File: src/rtl/surprise_spawner.sv
// Surprise spawner: decides when a surprise object exists after a brick strike
// and feeds the motion block its enable, spawn position and load strobe.
// Tracks lifetime, collection, off-screen exit, cooldown and per-level budget.
module surprise_spawner #(
   parameter int LIFETIME_FRAMES = 300,
   parameter int COOLDOWN_FRAMES = 90,
   parameter int SPAWN_Y_OFFSET  = 32,
   parameter int MAX_SPAWNS      = 3,
   parameter int SCREEN_BOTTOM   = 479
) (
   input  logic               clk,
   input  logic               resetN,
   input  logic               startOfFrame,
   input  logic               levelRestart,
   input  logic               brickHit,
   input  logic [10:0]        brick_x,
   input  logic [10:0]        brick_y,
   input  logic               collected,
   input  logic signed [10:0] surpriseTopLeftY,
   output logic               enable_out,
   output logic [10:0]        initial_x,
   output logic [10:0]        initial_y,
   output logic               spawn_load,
   output logic               collected_pulse,
   output logic [3:0]         spawns_left
);

   typedef enum logic [2:0] {
      IDLE,
      SPAWN,
      ACTIVE,
      COOLDOWN,
      EXHAUSTED
   } state_t;

   localparam logic [15:0]        LIFE_INIT  = 16'(LIFETIME_FRAMES);
   localparam logic [15:0]        COOL_INIT  = 16'(COOLDOWN_FRAMES);
   localparam logic [10:0]        Y_OFFSET   = 11'(SPAWN_Y_OFFSET);
   localparam logic [3:0]         SPAWN_INIT = 4'(MAX_SPAWNS);
   localparam logic signed [11:0] BOTTOM_S   = 12'(SCREEN_BOTTOM);

   state_t             state_q;
   logic               enable_q;
   logic               spawn_load_q;
   logic               collected_pulse_q;
   logic [10:0]        initial_x_q;
   logic [10:0]        initial_y_q;
   logic [3:0]         spawns_left_q;
   logic [15:0]        life_q;
   logic [15:0]        cool_q;

   logic [15:0]        life_d;
   logic [15:0]        cool_d;
   logic signed [11:0] surprise_y_ext;
   logic               offscreen;

   // Spawn Y sits above the brick; clamp at the top row instead of wrapping.
   function automatic logic [10:0] sat_spawn_y(input logic [10:0] y);
      if (y < Y_OFFSET) begin
         return 11'd0;
      end
      return y - Y_OFFSET;
   endfunction

   // Frame-counter step that holds at zero rather than wrapping.
   function automatic logic [15:0] sat_dec(input logic [15:0] cnt, input logic step);
      if (step && (cnt != 16'd0)) begin
         return cnt - 16'd1;
      end
      return cnt;
   endfunction

   // Next counter values and off-screen detection for the current cycle.
   always_comb begin
      life_d         = sat_dec(life_q, startOfFrame);
      cool_d         = sat_dec(cool_q, startOfFrame);
      surprise_y_ext = {surpriseTopLeftY[10], surpriseTopLeftY};
      offscreen      = (surprise_y_ext < 12'sd0) || (surprise_y_ext > BOTTOM_S);
   end

   // Spawner FSM with all outputs registered; levelRestart overrides every state.
   always_ff @(posedge clk or negedge resetN) begin
      if (!resetN) begin
         state_q           <= IDLE;
         enable_q          <= 1'b0;
         spawn_load_q      <= 1'b0;
         collected_pulse_q <= 1'b0;
         initial_x_q       <= 11'd0;
         initial_y_q       <= 11'd0;
         spawns_left_q     <= SPAWN_INIT;
         life_q            <= 16'd0;
         cool_q            <= 16'd0;
      end else begin
         spawn_load_q      <= 1'b0;
         collected_pulse_q <= 1'b0;
         if (levelRestart) begin
            state_q       <= IDLE;
            enable_q      <= 1'b0;
            spawns_left_q <= SPAWN_INIT;
            life_q        <= 16'd0;
            cool_q        <= 16'd0;
         end else begin
            case (state_q)
               IDLE: begin
                  enable_q <= 1'b0;
                  if (brickHit && (spawns_left_q != 4'd0)) begin
                     initial_x_q   <= brick_x;
                     initial_y_q   <= sat_spawn_y(brick_y);
                     spawns_left_q <= spawns_left_q - 4'd1;
                     state_q       <= SPAWN;
                  end
               end
               SPAWN: begin
                  spawn_load_q <= 1'b1;
                  enable_q     <= 1'b1;
                  life_q       <= LIFE_INIT;
                  state_q      <= ACTIVE;
               end
               ACTIVE: begin
                  if (collected) begin
                     collected_pulse_q <= 1'b1;
                     enable_q          <= 1'b0;
                     cool_q            <= COOL_INIT;
                     state_q           <= COOLDOWN;
                  end else if (offscreen || (life_d == 16'd0)) begin
                     enable_q <= 1'b0;
                     life_q   <= life_d;
                     cool_q   <= COOL_INIT;
                     state_q  <= COOLDOWN;
                  end else begin
                     life_q <= life_d;
                  end
               end
               COOLDOWN: begin
                  enable_q <= 1'b0;
                  cool_q   <= cool_d;
                  if (cool_d == 16'd0) begin
                     state_q <= (spawns_left_q != 4'd0) ? IDLE : EXHAUSTED;
                  end
               end
               EXHAUSTED: begin
                  enable_q <= 1'b0;
               end
               default: begin
                  enable_q <= 1'b0;
                  state_q  <= IDLE;
               end
            endcase
         end
      end
   end

   assign enable_out      = enable_q;
   assign initial_x       = initial_x_q;
   assign initial_y       = initial_y_q;
   assign spawn_load      = spawn_load_q;
   assign collected_pulse = collected_pulse_q;
   assign spawns_left     = spawns_left_q;

endmodule

File: config.mk
export PLATFORM = sky130hd
export DESIGN_NAME = surprise_spawner
export DESIGN_NICKNAME = d
export VERILOG_FILES = /design/src/rtl/surprise_spawner.sv
export SDC_FILE = /design/constraint.sdc
export NUM_CORES = 1
export LEC_CHECK = 0
export BUFFER_PORTS_ARGS = -buffer_cell sky130_fd_sc_hd__buf_2
export CAP_MARGIN = 40
export CORE_MARGIN = 2
export CORE_UTILIZATION = 57
export DETAILED_ROUTE_END_ITERATION = 8
export HOLD_SLACK_MARGIN = 0.06
export PLACE_DENSITY = 0.81
export SETUP_SLACK_MARGIN = 0.3
export SYNTH_ARGS = -nofsm -noshare
export SYNTH_HDL_FRONTEND = slang
export SYNTH_SLANG_ARGS = --single-unit
File: constraint.sdc
create_clock -name clk -period 3.51 [get_ports clk]
set_clock_uncertainty 0.2 [all_clocks]
set_input_delay 0.702 -clock clk [delete_from_list [all_inputs] [get_ports clk]]
set_output_delay 0.702 -clock clk [all_outputs]
set_load 0.005 [all_outputs]
=== Word level (Yosys, flattened, before mapping) ===
Cells that the tools add are included.

* Output and inout bits: 29
* Register bits: 64
* Input bits: 39

* Eq/ne operators: 9
* Reduce and logical (&&, ||, !) cells: 20
* Multiplexer cells: 38
* Add/subtract/negate cells: 4
* Order comparisons: 3
* Bitwise logic cells: 1

{| class="wikitable"
|+ Operator list
! cell !! number
|-
| 16-bit 2-to-1 mux || 9
|-
| 16-bit one-hot mux with 2 select lines || 2
|-
| 16-bit logical NOT || 2
|-
| 16-bit nonzero test || 2
|-
| 16-bit by 1-bit subtractor with 16-bit output (second input constant) || 2
|-
| 11-bit 2-to-1 mux || 2
|-
| 3-bit 2-to-1 mux || 6
|-
| 3-bit one-hot mux with 5 select lines || 1
|-
| 1-bit 2-to-1 mux || 14
|-
| 4-bit 2-to-1 mux || 3
|-
| 11-bit by 10-bit greater-than comparator with 1-bit output (second input constant) || 1
|-
| 11-bit by 1-bit less-than comparator with 1-bit output (second input constant) || 1
|-
| 11-bit by 6-bit less-than comparator with 1-bit output (second input constant) || 1
|-
| 11-bit by 6-bit subtractor with 11-bit output (second input constant) || 1
|-
| 3-bit inequality test (second input constant) || 3
|-
| 3-bit by 2-bit equality test with 1-bit output (second input constant) || 2
|-
| 2-bit AND reduction || 3
|-
| 3-bit nonzero test || 2
|-
| 4-bit inequality test (second input constant) || 1
|-
| 4-bit AND reduction || 1
|-
| 2-bit nonzero test || 2
|-
| 4-bit nonzero test || 1
|-
| 4-bit by 1-bit subtractor with 4-bit output (second input constant) || 1
|-
| 3-bit by 1-bit equality test with 1-bit output (second input constant) || 1
|-
| other kinds (8) || 11
|}

=== Longest topological paths before layout ===
Gate-level depths: netlist (run 1).

* Depth in word-level cells: 10
* Gate-level depth with buffers: 10

=== Least setup slack after synthesis (run 1) ===
OpenSTA, ideal clock, no wires.

* Path kind: register to register
* Start point: register life_q[0]
* End point: register cool_q[7]
* Stages on the path, launching flop included: 11
* Data arrival time: 2.642 ns
* Required time: 3.186 ns
* Setup slack: 0.544 ns
* Path through: dfrtp_1 -> inv_1 -> ha_1 -> or3b_2 -> nor3_4 -> nand2_1 -> nand2_1 -> mux2_2 -> o31a_1 -> buf_6 -> a211o_1

* Cells in the longest elaborated chain, start to end: 8
* Elaborated cells between the ends (all ways): 10
* Classes of those cells: add/sub (1); eq/ne (1); mux (3); reduce/logical (5)

{| class="wikitable"
|+ Ends and longest elaborated chain
! element !! RTL line !! RTL
|-
| from (decl) || 49 || <nowiki>logic [15:0] life_q;</nowiki>
|-
| from (signal assigned) || 127 || <nowiki>life_q <= life_d;</nowiki>
|-
| from (signal assigned) || 131 || <nowiki>life_q <= life_d;</nowiki>
|-
| parallel branches: the longest is 3 deep, another holds 16-bit by 1-bit subtractor with 16-bit output || -- ||
|-
| 16-bit 2-to-1 mux (*) || 70 || <nowiki>return cnt;</nowiki>
|-
| 16-bit logical NOT (*) || 125 || <nowiki>end else if (offscreen || (life_d == 16'd0)) begin</nowiki>
|-
| 1-bit logical OR (*) || 125 ||
|-
| 4-bit inequality test (no source line) (*) || -- ||
|-
| 2-bit AND reduction (no source line) (*) || -- ||
|-
| to (signal assigned) || 136 || <nowiki>cool_q <= cool_d;</nowiki>
|-
| to (decl) || 50 || <nowiki>logic [15:0] cool_q;</nowiki>
|}

Mark *: on every way between the ends. The select of a mux whose other input is x is not followed.
A chain may end at the register's enable or synchronous reset.

=== Worst setup path in the final report (run 1) ===
* Start point: register life_q[0]
* End point: register cool_q[10]

The elaborated chain is that of the path after synthesis.

==> results of run 1 <==
==> state kept, by name, summed over array words and instances (netlist names) <==
register         count
life_q              16
state_q              3
spawns_left          4
enable_out           1
spawn_load           1
cool_q              16
collected_pulse      1
initial_y           11
initial_x           11
==> metrics by stage <==
| step | instance area (um2) | instances | worst slack, ns | util, % | hold WS, ns |
|---|---|---|---|---|---|
| floorplan | 3980 | 457 | 0.5442 | - | 0.2064 |
| global placement | 4393 | 602 | 0.2928 | 64.66 | 0.2544 |
| detailed placement | 4393 | 602 | 0.2469 | 64.66 | 0.2617 |
| CTS | 4582 | 619 | 0.3001 | 67.44 | 0.2539 |
| global route | 4616 | 620 | 0.2938 | 67.94 | 0.2997 |
| finish | 4616 | 620 | 0.4003 | 67.94 | 0.2303 |
==> power by group through the flow <==
stage | logic (mW) | registers, mW | clock network [mW]
final | 0.988 | 0.962 | 0.583
after global routing | 1.09 | 0.980 | 0.621
after CTS | 0.947 | 0.958 | 0.595
after detailed placement | 0.931 | 0.968 | 0
after global placement | 0.907 | 0.966 | 0
after floorplan | 0.655 | 0.947 | 0
==> cells by family (layout without fill, tap and decap cells) <==
logic type,count (synthesis),after routing,share of synthesized area [%]
simple gates,218,218,29.27
compound gates,115,115,20.09
flops,64,64,40.30
buf+inv,35,102,3.866
xor+xnor,10,10,2.200
fa+ha+maj,8,8,2.452
mux,7,7,1.823
==> cell usage after synthesis, types with 6 or more instances <==
cell,n
nand2_1,72
dfrtp_1,62
nor2_1,34
o21ai_0,28
nor3_1,21
a21oi_1,18
clkbuf_1,15
nand3_1,15
inv_1,11
nand4_1,9
a22o_1,8
nand2b_1,8
a211o_1,7
a21o_1,7
and2_1,7
and3_1,7
ha_1,7
a31oi_1,6
xnor2_1,6
==> final cells by class <==
cell class              instances  area (um2)
inverters                      11       41.29
repair buffers                 75       420.4
fillers                       524        2178
flip-flops and latches         64        1604
clock inverters                 6       42.54
multi-input cells             358        2250
well taps                      96       120.1
clock buffers                  10       137.6
==> critical path, delay by kind of cell, from the launching register on <==
kind | cells | cell delay [ns]
DFF | 1 | 0.45
and+or+nand+nor | 5 | 1.23
buffers and inverters | 2 | 0.27
adders and majority gates | 1 | 0.14
AOI/OAI and AO/OA | 2 | 0.70
==> repair_timing <==
item                                   CTS  global route
endpoints found under the hold margin    0             0
gates cloned                             0             0
buffers inserted                         1             1
hold buffers                             0             0
setup endpoints to repair                6             9
pin swaps                                1             2
resized for setup                        1             5
==> final timing paths <==
kind / from / slack (ns) / cells after the start / to
worst max-delay path: life_q[0] / 0.40 / 10 / cool_q[10]
worst min-delay path: resetN / 0.23 / 1 / life_q[11]
worst max register to register: life_q[0] / 0.40 / 10 / cool_q[10]
worst min register to register: initial_y[9] / 0.28 / 2 / initial_y[9]
max in group asynchronous: resetN / 2.19 / 2 / spawns_left[1]
min in group clk: initial_y[9] / 0.28 / 2 / initial_y[9]
==> routing by layer <==
layer / up-vias / wire length (um) / GRT usage (%)
met5: - / 0 / 0
met4: 0 / 76 / 8.951
met3: 11 / 743 / 6.598
met2: 163 / 4528 / 41.53
met1: 1790 / 4384 / 36.48
li1: 1801 / - / -
==> cell usage in the layout, fill, tap and decap left out, types with 4 or more instances in the layout <==
cell type | netlist | layout
nor2b_1 | 5 | 5
a22o_1 | 8 | 8
nor3b_1 | 4 | 4
and2_1 | 7 | 7
buf_2 | 5 | 62
buf_4 | 0 | 12
nand2b_1 | 8 | 8
nor3_1 | 21 | 21
mux2i_1 | 5 | 5
o21ai_0 | 28 | 28
inv_1 | 11 | 11
a31oi_1 | 6 | 6
a32o_1 | 4 | 4
nand2_1 | 72 | 71
clkbuf_8 | 0 | 10
nand4_1 | 9 | 9
o21a_1 | 5 | 4
nand3_1 | 15 | 15
o31ai_1 | 5 | 5
ha_1 | 7 | 7
xnor2_1 | 6 | 6
a21oi_1 | 18 | 18
o2111ai_1 | 4 | 4
dfrtp_1 | 62 | 62
a211o_1 | 7 | 7
nor4b_1 | 4 | 4
nor2_1 | 34 | 34
a21o_1 | 7 | 7
and3_1 | 7 | 7
xor2_1 | 4 | 4
or3_1 | 5 | 5
==> metrics.cfg, run 1 <==
[power_and_ir_drop]
p_int_mw = 1.561
vdd_drop_max_v = 0.0003264
clock_power_share_pct = 23.0
switching_share_pct = 38.38
finalPower_mw = 2.533
netSwitchingPower_uw = 972.2
power_density_nw_per_um2 = 548.8
pwr-share-comb_pct = 39.0
leakagePower_nw = 2.233
p_seq_share_pct = 38.0

[worst_setup_path]
max_stage_delay_ns = 0.50
startpoint_type = flip-flop
cp_slowest_cell = or3b_2
endpoint_kind = flip-flop
cp.arrival_ns = 3.14
criticalPathCategory = flip-flop to flip-flop
cp_max_fo = 12
path_cells = inv_1 > ha_1 > or3b_2 > nor3_4 > buf_4 > nand2b_1 > and4b_1 > nand3_1 > o31a_4 > a211o_1
crit_required_ns = 3.54

[clock_tree]
cts.sink_count = 64
clk_pin_slew_worst_paths_ns = 0.08
tritoncts = done
h-tree-depth = 3
clkLatencyLatePin_ns = 0.34
cts_buffer_depth = 2
numCtsBuffers = 9
cts_root_buffer = clkbuf_8

[detailed_routing]
vias = 3765
drc = 0
drtAntennaViolNets = 0
first_iter_violations = 339
first_pass_iters = 6
routed_wl_um = 9732
wl_per_cell_um = 15.70
viasPerCell = 6.073

[synth]
synth_cell_type_count = 65
ys.flop_type = dfrtp_1
synth_area_per_cell_um2 = 8.709
synthesis.nets = 503
syn_inst = 457
netlist.area_leader.share_pct = 38.98
ys_seq_area_share_pct = 40.30
syn_area_um2 = 3980
ys_seq_elements = 64
yosysTopAreaCell = dfrtp_1
ys_warn_count = 0
synth-edff-count = 0
async_flop_share_pct = 100.0
synth.area.top_cells = dfrtp_1 39%, nand2_1 6.8%, o21ai_0 3.5%, nor2_1 3.2%, nor3_1 2.6%

[sta]
post-route-period-util_pct = 88.60
min_period_ns = 3.110
rsz0062_at_grt = false
relSlewSlack_pct = 49.05
finalHoldViolations = 0
worst_slew_pin_slew_ns = 0.7643
finalSetupViolCount = 0
final-max-slew-violation-count = 0
tns_ns = 0
clock.fmax_mhz = 321.6

[global_routing]
grt_pass1_vias = 3477
grt_antenna_before_repair = 0
grt_max_degree = 34
grt_pass1_wl_um = 16270
grt_use_total_pct = 26.61
grt-ovfl-total = 0

[floorplan]
die_w_um = 87.56
num_rows = 30
die_h_um = 87.56
initial_core_util_pct = 58.58
ios = 68
fp.coreArea_um2 = 6794
die-area_um2 = 7667

[place]
numPortBuffers = 62
hpwl_um = 6886
gp_congestion = 0.9053

[finish]
nets = 565
antenna_cells = 0
drive_gt1_share_pct = 21.95
area_delta_synth_final_pct = 15.97

[min_path]
hp-class = input port to async pin

[run_status]
status = finished clean

[run]
cap_violations = 0

Note: power is estimated with default switching activity, not from simulation.
==> run 2: changes to the inputs <==
Settings changed: PLACE_DENSITY 0.81 to unset, PLACE_DENSITY_LB_ADDON set to 0.08.
==> metrics.cfg, run 2 (synthesized netlist as in run 1, its figures left out) <==
[finish]
seq_area_um2 = 1605
stdcell_area_um2 = 4697
mostFrequentLayoutCells = 71 x nand2_1, 62 x buf_2, 61 x dfrtp_1, 34 x nor2_1, 28 x o21ai_0
nets = 571
final_common_cell = nand2_1
area_delta_synth_final_pct = 18.01
top_regs = cool_q x16, life_q x16
drive_gt1_share_pct = 23.02
multi_input_area_um2 = 2250
fillerInstances = 553
antenna_cells = 0

[floorplan]
ios = 68
die-area_um2 = 7667
fp.coreArea_um2 = 6794
num_rows = 30
die_w_um = 87.56
die_h_um = 87.56
initial_core_util_pct = 58.58

[run_status]
status = finished clean

[place]
dpl_cell_area_um2 = 4410
numPortBuffers = 62
hpwl_um = 6996
gp_congestion = 0.9411

[power_and_ir_drop]
vdd_drop_max_v = 0.0004260
leakagePower_nw = 2.275
finalPower_mw = 2.716
power_density_nw_per_um2 = 578.3

[detailed_routing]
first_pass_iters = 5
vias = 3719
viasPerCell = 5.941
routed_wl_um = 9815
drtAntennaViolNets = 0
drc = 0
first_iter_violations = 269
wl_per_cell_um = 15.68

[clock_tree]
h-tree-depth = 3
clkLatencyLatePin_ns = 0.36
cts_buffer_depth = 2
clk_pin_slew_worst_paths_ns = 0.08
cts_root_buffer = clkbuf_8
cts.sink_count = 64
numCtsBuffers = 9
tritoncts = done

[global_routing]
grt_use_total_pct = 26.81
grt_pass1_vias = 3450
grt_antenna_before_repair = 0
grt_pass1_wl_um = 16300
grt_max_degree = 37
grt-ovfl-total = 0

[worst_setup_path]
crit_required_ns = 3.56
endpoint_kind = flip-flop
cp_max_fo = 12
startpoint_type = flip-flop
criticalPathCategory = flip-flop to flip-flop
cp.arrival_ns = 3.11

[sta]
post-route-period-util_pct = 87.15
worst_slew_pin_slew_ns = 0.7283
min_period_ns = 3.059
finalHoldViolations = 0
finalSetupViolCount = 0
rsz0062_at_grt = false
final-max-slew-violation-count = 0
clock.fmax_mhz = 326.9
tns_ns = 0
relSlewSlack_pct = 51.35

[run]
cap_violations = 0

[min_path]
hp-class = input port to async pin

## run 2: changes by cell type in the layout (fill, tap and decap cells not counted), sizes merged
cell,change
buf,+6
clkinvlp,-2
clkbuf,-1
bufinv,+2
clkinv,+1
## run 2: worst max-delay path, stage by stage, from the launching register on
cell and delay [ns]:
dfrtp_1 0.42, inv_1 0.11, ha_1 0.14, or3b_2 0.51, nor3_4 0.19, buf_4 0.15
nand2b_1 0.15, and4b_1 0.25, nand3_1 0.13, o31a_4 0.39, a211o_1 0.32
## run 2: path summary, 6_finish.rpt
| path | startpoint | to | slack [ns] | depth (start not counted) |
|---|---|---|---|---|
| max reg2reg | life_q[1] | cool_q[7] | 0.45 | 10 |
| max | life_q[1] | cool_q[7] | 0.45 | 10 |
| min reg2reg | initial_x[8] | initial_x[8] | 0.28 | 2 |
| max in group asynchronous | resetN | life_q[0] | 2.57 | 2 |
| min | resetN | life_q[11] | 0.15 | 2 |
| min in group clk | initial_x[8] | initial_x[8] | 0.28 | 2 |
## run 2: per-layer routing
metal / wire length [um] / global-route usage, % / up-vias
met2: 4564 / 41.25 / 135
met5: 0 / 0 / -
met3: 606 / 5.938 / 14
met1: 4504 / 37.55 / 1754
met4: 140 / 9.371 / 0
li1: - / - / 1816
## run 2: cell type report
type | count | area share (%)
inverters | 11 | 0.8791
well taps | 96 | 2.557
multi-input cells | 358 | 47.90
flip-flops and latches | 64 | 34.18
clock inverters | 7 | 2.211
repair buffers | 81 | 9.643
clock buffers | 9 | 2.637
## run 2: per-stage QoR
stage / setup slack, ns / util, % / cells / hold WS [ns]
final: 0.4510 / 69.13 / 626 / 0.1451
after global routing: 0.2514 / 69.13 / 626 / 0.1810
after CTS: 0.3212 / 68.51 / 623 / 0.1652
after detailed placement: 0.2081 / 64.92 / 606 / 0.2568
after global placement: 0.2906 / 64.92 / 606 / 0.2544
after floorplan: 0.5442 / - / 457 / 0.2064
## run 2: timing repair
action / CTS / global route
hold endpoints to repair: 0 / 0
pin swaps: 1 / 2
setup endpoints to repair: 6 / 12
hold buffers: 0 / 0
buffers inserted: 1 / 3
gates resized for setup: 2 / 5
## run 2: power breakdown
group / leakage (nW) / total (mW) / internal (mW) / switching [mW]
Combinational: 1.32 / 1.01 / 0.451 / 0.563
Clock: 0.114 / 0.737 / 0.408 / 0.329
Sequential: 0.843 / 0.966 / 0.854 / 0.111
Total: 2.28 / 2.72 / 1.71 / 1.00
